==> config.mk <==
export PLATFORM = sky130hd
export DESIGN_NAME = pwm_compare
export DESIGN_NICKNAME = d
export VERILOG_FILES = /design/src/rtl/pwm_compare.sv
export SDC_FILE = /design/constraint.sdc
export NUM_CORES = 1
export LEC_CHECK = 0
export ABC_AREA = 1
export CAP_MARGIN = 20
export CORE_AREA = 2 2 96 52
export CTS_CLUSTER_SIZE = 14
export DETAILED_ROUTE_END_ITERATION = 16
export DIE_AREA = 0 0 98 54
export SLEW_MARGIN = 5
export SYNTH_ARGS = -nofsm -noshare
export SYNTH_HDL_FRONTEND = slang
export SYNTH_SLANG_ARGS = --single-unit
==> constraint.sdc <==
create_clock -name clk -period 5.2 [get_ports clk]
set_clock_uncertainty 0.15 [all_clocks]
set_input_delay 0.78 -clock clk [delete_from_list [all_inputs] [get_ports clk]]
set_output_delay 0.78 -clock clk [all_outputs]
set_load 0.05 [all_outputs]
==> src/rtl/pwm_compare.sv <==
// PWM comparator fed by a free-running up counter. It double-buffers the duty value
// and registers both the PWM output and a period-start strobe.
module pwm_compare #(
   parameter int unsigned      WIDTH        = 8,
   parameter logic [WIDTH-1:0] DEFAULT_DUTY = '0,
   parameter bit               INVERT       = 1'b0
) (
   input  logic             clk,
   input  logic             rst,
   input  logic [WIDTH-1:0] count,
   input  logic             pwm_en,
   input  logic [WIDTH-1:0] duty_data,
   input  logic             duty_valid,
   output logic             duty_ready,
   output logic             pwm_out,
   output logic             period_start
);

   logic [WIDTH-1:0] count_prev;
   logic [WIDTH-1:0] active_duty;
   logic [WIDTH-1:0] shadow;
   logic             pending;
   logic             wrap;
   logic             accept;
   logic             apply;
   logic [WIDTH-1:0] eff_duty;
   logic             pwm_next;

   // Handshake: a transfer happens on any rising clk edge where duty_valid && duty_ready.
   // duty_ready depends only on the pending register. The sender holds duty_data
   // stable until the transfer completes.
   assign duty_ready = !pending;
   assign accept     = duty_valid && duty_ready;

   // A wrap is a falling edge into zero. A counter parked at 0 therefore gives only one wrap.
   assign wrap     = (count == '0) && (count_prev != '0);
   assign apply    = wrap && pending;
   assign eff_duty = apply ? shadow : active_duty;

   always_comb begin
      pwm_next = 1'b0;
      if (pwm_en) begin
         pwm_next = (count < eff_duty);
      end
      pwm_next = pwm_next ^ INVERT;
   end

   always_ff @(posedge clk or negedge rst) begin
      if (!rst) begin
         count_prev   <= '0;
         period_start <= 1'b0;
         pwm_out      <= INVERT;
      end else begin
         count_prev   <= count;
         period_start <= wrap;
         pwm_out      <= pwm_next;
      end
   end

   // accept needs pending=0 and apply needs pending=1, so the two never coincide.
   always_ff @(posedge clk or negedge rst) begin
      if (!rst) begin
         active_duty <= DEFAULT_DUTY;
         shadow      <= '0;
         pending     <= 1'b0;
      end else if (apply) begin
         active_duty <= shadow;
         pending     <= 1'b0;
      end else if (accept) begin
         shadow      <= duty_data;
         pending     <= 1'b1;
      end
   end

endmodule

==> Word level (Yosys, flattened, before mapping) <==
Index checks and enable logic that the tools add are counted.
{ "totals": {"register_bits": 27, "input_bits": 20, "output_inout_bits": 3} }
{ "classes": {"n_lt_le_gt_ge": 1, "muxes": 4, "bitwise_logic": 1, "reduce_logical": 8} }
{ "ops": {"columns": ["op", "n"], "rows": [
  ["8-bit logical NOT", 1],
  ["8-bit < comparator", 1],
  ["8-bit two-way mux", 1],
  ["8-bit nonzero test", 1],
  ["1-bit logical AND", 3],
  ["1-bit two-way mux", 3],
  ["2-bit AND reduction", 1],
  ["2-bit nonzero test", 1],
  ["1-bit logical NOT", 1],
  ["1-bit NOT", 1]
]} }

==> Logic depth before layout (Yosys ltp) <==
Gate-level depths: netlist of run 1.
{ "depth": {"ltp_word": 6, "mapped_depth": 14} }

==> Least setup slack after synthesis of run 1 <==
OpenSTA, ideal clock, no wires.
{ "synth_path": {"kind": "input to register", "from": "input port count[7]", "to": "register pwm_out", "setup_ns": 0.073, "t_arrival_ns": 2.130, "t_required_ns": 4.977, "slack_ns": 2.847, "cell_stages": 12, "n_path_buf": 1, "path_cell_list": "nor2_1 > nand2_1 > nor2_4 > nand3_4 > buf_4 > nand2_1 > o21ai_0 > inv_1 > ha_1 > a21oi_1 > o2111ai_1 > a21oi_2"} }
{ "synth_via": {"elab_chain_cells": 6} }
{ "synth_rtl": {"columns": ["element", "line", "rtl"], "rows": [
  ["from (decl)", "10", "input logic [WIDTH-1:0] count,"],
  ["8-bit logical NOT", "36", "assign wrap = (count == '0) && (count_prev != '0);"],
  ["1-bit logical AND", "36", null],
  ["1-bit logical AND", "37", "assign apply = wrap && pending;"],
  ["8-bit two-way mux", null, null],
  ["via eff_duty[5]", "26", "logic [WIDTH-1:0] eff_duty;"],
  ["8-bit < comparator", "43", "pwm_next = (count < eff_duty);"],
  ["1-bit two-way mux", "42", "if (pwm_en) begin"],
  ["via pwm_next", "27", "logic pwm_next;"],
  ["to (signal assigned)", "56", "pwm_out <= pwm_next;"],
  ["to (decl)", "15", "output logic pwm_out,"]
]} }
The timed path passes the listed nets, and every way through them passes these cells.
A chain may end at the register's enable or synchronous reset.

==> Worst setup path in the final report of run 1 <==
Ends and elaborated chain as after synthesis.

==> impl_results.md, run 1 <==
* Total of warnings raised by yosys at 0
* Worst min path class: flip-flop to flip-flop
* Core area at 4572 um2
* Filler cells at 476
* Critical path class: primary input to flip-flop
* I/O Pins at 23
* # DRC at 0
* Placed Area at 1500 um2
* Path depth of the worst reg2reg path at 10
* Most frequent cells in the layout: 27 x dfrtp_1, 26 x inv_1, 22 x clkdlybuf4s50_1
* Slowest CP cell: clkdlybuf4s50_1
* Internal at 320.0 uW
* Flops & latches, synth at 27
* GP Congestion at 0.7627
* Clock transition at the registers of the reported paths at 0.09 ns
* Setup_tns at 0 ns
* Leak at 0.7479 nW
* Hold_buf cts at 0
* CP required at 5.26 ns
* CTS tree: done
* NetSw at 109.6 uW
* Slew Limit Fails at 0
* # nets final at 174
* Gate power share at 17.1%
* Clock sinks at 27
* Initial DRC Count at 23
* Site Rows at 18
* Die Height at 54 um
* Largest net degree at the start of global routing at 28
* Postcts setup bufs at 0
* Max-cap check violation count at 0
* Post-synthesis sequential area ratio at 56.07%
* Routed vias/inst at 3.888
* Cell chain of the critical path: clkdlybuf4s50_1 > nor2_1 > nand2_1 > nor2_4 > nand3_4 > o21ai_0 > inv_1 > ha_1 > a21oi_1 > o2111ai_1 > a21oi_2
* Clock share of power at 27.3%
* Mean Syn Cell Area at 10.04 um2
* H-tree levels at 1
* Post-route cell area at 1546 um2
* Placed instance count at 202
* Post-CTS sizing at 0
* Flop pwr share at 55.6%
* Vias in the first global route at 744
* Final min period at 2.810 ns
* Max VDD drop at 0.08698 mV
* CP max FO at 16
* Routed WL per cell at 10.74 um
* TritonCTS Buffers at 3
* Hpwl dp at 1763 um
* Critical Path Sink Type: flip-flop
* Post-Syn Nets at 147
* Synthesized netlist cell count at 120
* Buffers on Ports at 22
* First-pass GRT wire length at 3732 um
* Max-slew headroom at 66.67%
* Die Area at 5292 um2
* Via count at 801
* RSZ-0062 raised after global routing: no
* Setup crit start kind: primary input
* Max Freq at 355.8 MHz
* Initial antenna violation count at 0
* Die Span X at 98 um
* Distinct cell type count of the synthesized netlist at 18
* Slew of the pin with the lowest slew margin at 0.4984 ns
* Slowest stage delay, CP at 0.46 ns
* Most common cell after layout, fill and taps aside: dfrtp_1
* Period Utilization, post-route at 54.05%
* Net Sw Frac at 25.52%
* Pre-antenna DRT Iters at 4
* Layout Cells excl Fill at 206
* Area growth, synth to finish at 28.35%
* Clk_lat worst skew at 0.27 ns
* Hold path cells at 1
* Routed wire length at 2212 um
* Crit path DAT at 2.87 ns
* Pwr/cell area at 277.8 nW/um2
* Starting Density at 26.35%
* Status: finished, final reports clean
* Antenna diodes at 0
* Fin. Hold Viols at 0
* Final Setup Violations at 0
* Clock Tree Buf Depth at 2
* Share of cells above drive strength 1 at 12.33%
* GR Util All Layers at 9.622%
* Root buffer cell: clkbuf_8
* Synth Cell Area at 1205 um2
* Final ANT Viol Nets at 0
* Total gr overflow at 0
worst paths after layout:
check / startpoint / end / slack (ns)
worst max-delay path: count[7] / pwm_out / 2.39
worst max register to register: count_prev[6] / pwm_out / 3.08
max in group asynchronous: rst / shadow[4] / 3.92
worst min-delay path: shadow[4] / shadow[4] / 0.36
min in group asynchronous: rst / count_prev[0] / 0.72
worst min register to register: shadow[4] / shadow[4] / 0.36
area by class of cell:
| cell class | count | area (um2) | area share (%) |
|---|---|---|---|
| clock buffers | 3 | 41.29 | 2.670 |
| multi-input cells | 66 | 424.2 | 27.43 |
| clock inverters | 1 | 5.005 | 0.3236 |
| flip-flops and latches | 27 | 675.6 | 43.69 |
| well taps | 60 | 75.07 | 4.854 |
| repair buffers | 23 | 227.7 | 14.72 |
| inverters | 26 | 97.59 | 6.311 |
layer usage:
| metal | wire [um] | vias up | track usage (%) |
|---|---|---|---|
| met5 | 0 | - | 0 |
| met4 | 19 | 0 | 2.083 |
| met3 | 153 | 4 | 4.156 |
| met2 | 681 | 19 | 11.53 |
| met1 | 1358 | 354 | 15.02 |
| li1 | - | 424 | - |
Yosys cell counts, drive strengths merged:
cell      n  area [um2]
ha        7       87.58
mux2      6       67.56
nand2    22       87.58
inv      26       97.59
o21ai     8       47.55
buf       1       7.510
nand3     2       22.52
a21oi     5       28.78
nor2     11       48.80
dfrtp    27       675.7
and2      3       18.77
nand4     1       6.260
o2111ai   1       8.760
worst max-delay path, delay by kind of cell:
| family | cells | cell delay, ns |
|---|---|---|
| AO/OA/AOI/OAI | 4 | 0.68 |
| adder cells (fa/ha/maj) | 1 | 0.29 |
| AND/OR/NAND/NOR | 4 | 0.57 |
| buffers and inverters | 2 | 0.54 |
metrics by stage:
| stage | total power, mW | util [%] | setup slack, ns | hold slack [ns] |
|---|---|---|---|---|
| 4_1_cts | 0.4373 | 33.83 | 2.368 | 0.3638 |
| 5_1_grt | 0.4588 | 33.83 | 2.093 | 0.3930 |
| 3_3_place_gp | 0.3174 | 32.81 | 2.108 | 0.3400 |
| 6_report | 0.4297 | 33.83 | 2.390 | 0.3631 |
| 2_1_floorplan | 0.2828 | - | 2.847 | 0.3112 |
| 3_5_place_dp | 0.3184 | 32.81 | 2.090 | 0.3406 |
cell families after synthesis:
group	Yosys count	synth area share, %
adders and majority gates	7	7.269
DFF	27	56.07
AOI/OAI and AO/OA	14	7.062
and+or+nand+nor	39	15.27
muxes	6	5.607
buffers and inverters	27	8.723
power by group through the flow:
stage | sequential, mW | combinational, mW | clock, mW
after floorplan | 0.245 | 0.0382 | 0
after global placement | 0.244 | 0.0738 | 0
after detailed placement | 0.243 | 0.0750 | 0
after CTS | 0.239 | 0.0755 | 0.123
after global routing | 0.241 | 0.0861 | 0.131
final | 0.239 | 0.0736 | 0.117
registers in the layout (all words and copies together), names as in the netlist:
register / flops
pending: 1
shadow: 8
count_prev: 8
period_start: 1
active_duty: 8
pwm_out: 1
No activity file was read; power rests on OpenSTA's default activity.
==> run 2, diff against run 1 <==
clock period = 2.68 ns   (was 5.2 ns; I/O delays follow)
==> run 2 against run 1 <==
Cell count up 3.9%. Routed wire length rose by 4.2%. Utilization increased by 1.3 points. Critical path depth unchanged. Largest power group unchanged. Highest routed layer unchanged.
==> impl_results.md, run 2 (synthesized netlist as in run 1, its figures left out) <==
* Status: finished, final reports clean
* RSZ-0062 raised after global routing: no
* Die Area at 5292 um2
* Final Util at 35.11%
* GP Congestion at 0.7709
* Worst min path class: primary input to async pin
* Clock Tree Buf Depth at 2
* R2r setup slk at 0.55 ns
* Critical Path Sink Type: flip-flop
* Slew Limit Fails at 0
* Layout Cells excl Fill at 214
* Critical path class: primary input to flip-flop
* Crit path DAT at 2.50 ns
* # nets final at 182
* Worst reg2reg startpoint: count_prev[7]
* Routed vias/inst at 3.879
* CTS tree: done
* Clock transition at the registers of the reported paths at 0.09 ns
* Max-cap check violation count at 0
* Hpwl dp at 1833 um
* Gate power share at 18.2%
* Max Freq at 407.2 MHz
* Crit Reg-Reg Endpoint: pwm_out
* Clk_lat worst skew at 0.27 ns
* Vias in the first global route at 727
* Max VDD drop at 0.1702 mV
* Final Setup Violations at 0
* Net Sw Frac at 25.09%
* Routed wire length at 2306 um
* Period Utilization, post-route at 91.63%
* Max-slew headroom at 66.94%
* CP max FO at 15
* Leak at 0.7836 nW
* Root buffer cell: clkbuf_8
* I/O Pins at 23
* GR Util All Layers at 10.04%
* Antenna diodes at 0
* Via count at 830
* Fin. Hold Viols at 0
* Path depth of the worst reg2reg path at 10
* Post-CTS sizing at 0
* Final ANT Viol Nets at 0
* Starting Density at 26.35%
* Clock sinks at 27
* Pwr/cell area at 524.7 nW/um2
* Die Span X at 98 um
* Hold_buf cts at 0
* Cell chain of the critical path: clkdlybuf4s50_1 > nor2_1 > nand2_1 > nor2_4 > nand3_4 > o21ai_0 > inv_1 > ha_1 > a21oi_1 > o2111ai_1 > a21oi_2
* Largest net degree at the start of global routing at 28
* Final hold slack at 0.3609 ns
* Slew of the pin with the lowest slew margin at 0.4943 ns
* Crit path buf inv count at 2
* # DRC at 0
* Setup crit start kind: primary input
* Pre-antenna DRT Iters at 4
* Slowest stage delay, CP at 0.48 ns
* Slowest CP cell: clkdlybuf4s50_1
* CP required at 2.73 ns
* Most frequent cells in the layout: 27 x dfrtp_1, 26 x inv_1, 22 x clkdlybuf4s50_1
* Flop pwr share at 55.1%
* Site Rows at 18
* NetSw at 211.4 uW
* TritonCTS Buffers at 3
* Routed WL per cell at 10.78 um
* Share of cells above drive strength 1 at 16.23%
* Most common cell after layout, fill and taps aside: dfrtp_1
* Buffers on Ports at 22
* Initial antenna violation count at 0
* Placed instance count at 210
* Crit-path leading delay family: compound AO/OA/AOI/OAI gates
* Clock share of power at 26.8%
* Total gr overflow at 0
* Area growth, synth to finish at 33.23%
* Largest registers: active_duty x8, count_prev x8, shadow x8
* Initial DRC Count at 36
* Internal at 630.9 uW
* Postcts setup bufs at 0
* Setup_tns at 0 ns
* H-tree levels at 1
* Core area at 4572 um2
* Die Height at 54 um
* Final min period at 2.456 ns
* First-pass GRT wire length at 3864 um
run 2: cell count changes in the layout (fill, tap and decap cells not counted):
cell	delta
buf_4	+8
clkinv_2	-1
clkbuf_1	+1
o21ai_0	-1
o21ai_1	+1
run 2: layout make-up:
| class | count | area (um2) |
|---|---|---|
| Fill cell | 481 | 2967 |
| Timing Repair Buffer | 31 | 287.8 |
| Tap cell | 60 | 75.07 |
| Sequential cell | 27 | 675.6 |
| Multi-Input combinational cell | 66 | 424.2 |
| Clock buffer | 4 | 45.04 |
| Inverter | 26 | 97.59 |
run 2: worst max-delay path by stage:
stage	from	to	depth (start not counted)
floorplan	count[7]	pwm_out	12
global placement	count[2]	pwm_out	12
detailed placement	count[2]	pwm_out	11
CTS	count[2]	pwm_out	12
global route	count[2]	pwm_out	11
finish	count[2]	pwm_out	11
run 2: metrics by stage:
stage / power [mW] / area [um2] / worst slack [ns]
floorplan: 0.5486 / 1205 / 0.7047
global placement: 0.6265 / 1560 / -0.009845
detailed placement: 0.6281 / 1560 / -0.05404
CTS: 0.8523 / 1605 / 0.2287
global route: 0.8977 / 1605 / 0.02908
finish: 0.8423 / 1605 / 0.2242
run 2: power by group through the flow:
stage / registers (mW) / logic [mW] / clock network [mW]
after CTS: 0.464 / 0.157 / 0.231
final: 0.464 / 0.153 / 0.225
after floorplan: 0.475 / 0.0740 / 0
after detailed placement: 0.472 / 0.156 / 0
after global placement: 0.473 / 0.154 / 0
after global routing: 0.469 / 0.178 / 0.251
run 2: routing by layer:
layer,GRT usage [%],part of all wire [%],vias up
li1,-,-,440
met2,11.07,29,28
met4,2.083,0.52,0
met5,0,0,-
met1,16.55,62,358
met3,4.026,8.2,4
run 2: worst reg2reg max path, cell delays in order, from the launching register on:
cell       delay (ns)
dfrtp_1          0.33
nor2_1           0.04
and2_1           0.15
nand2_1          0.14
nand3_4          0.19
o21ai_0          0.28
inv_1            0.08
ha_1             0.29
a21oi_1          0.16
o2111ai_1        0.13
a21oi_2          0.13
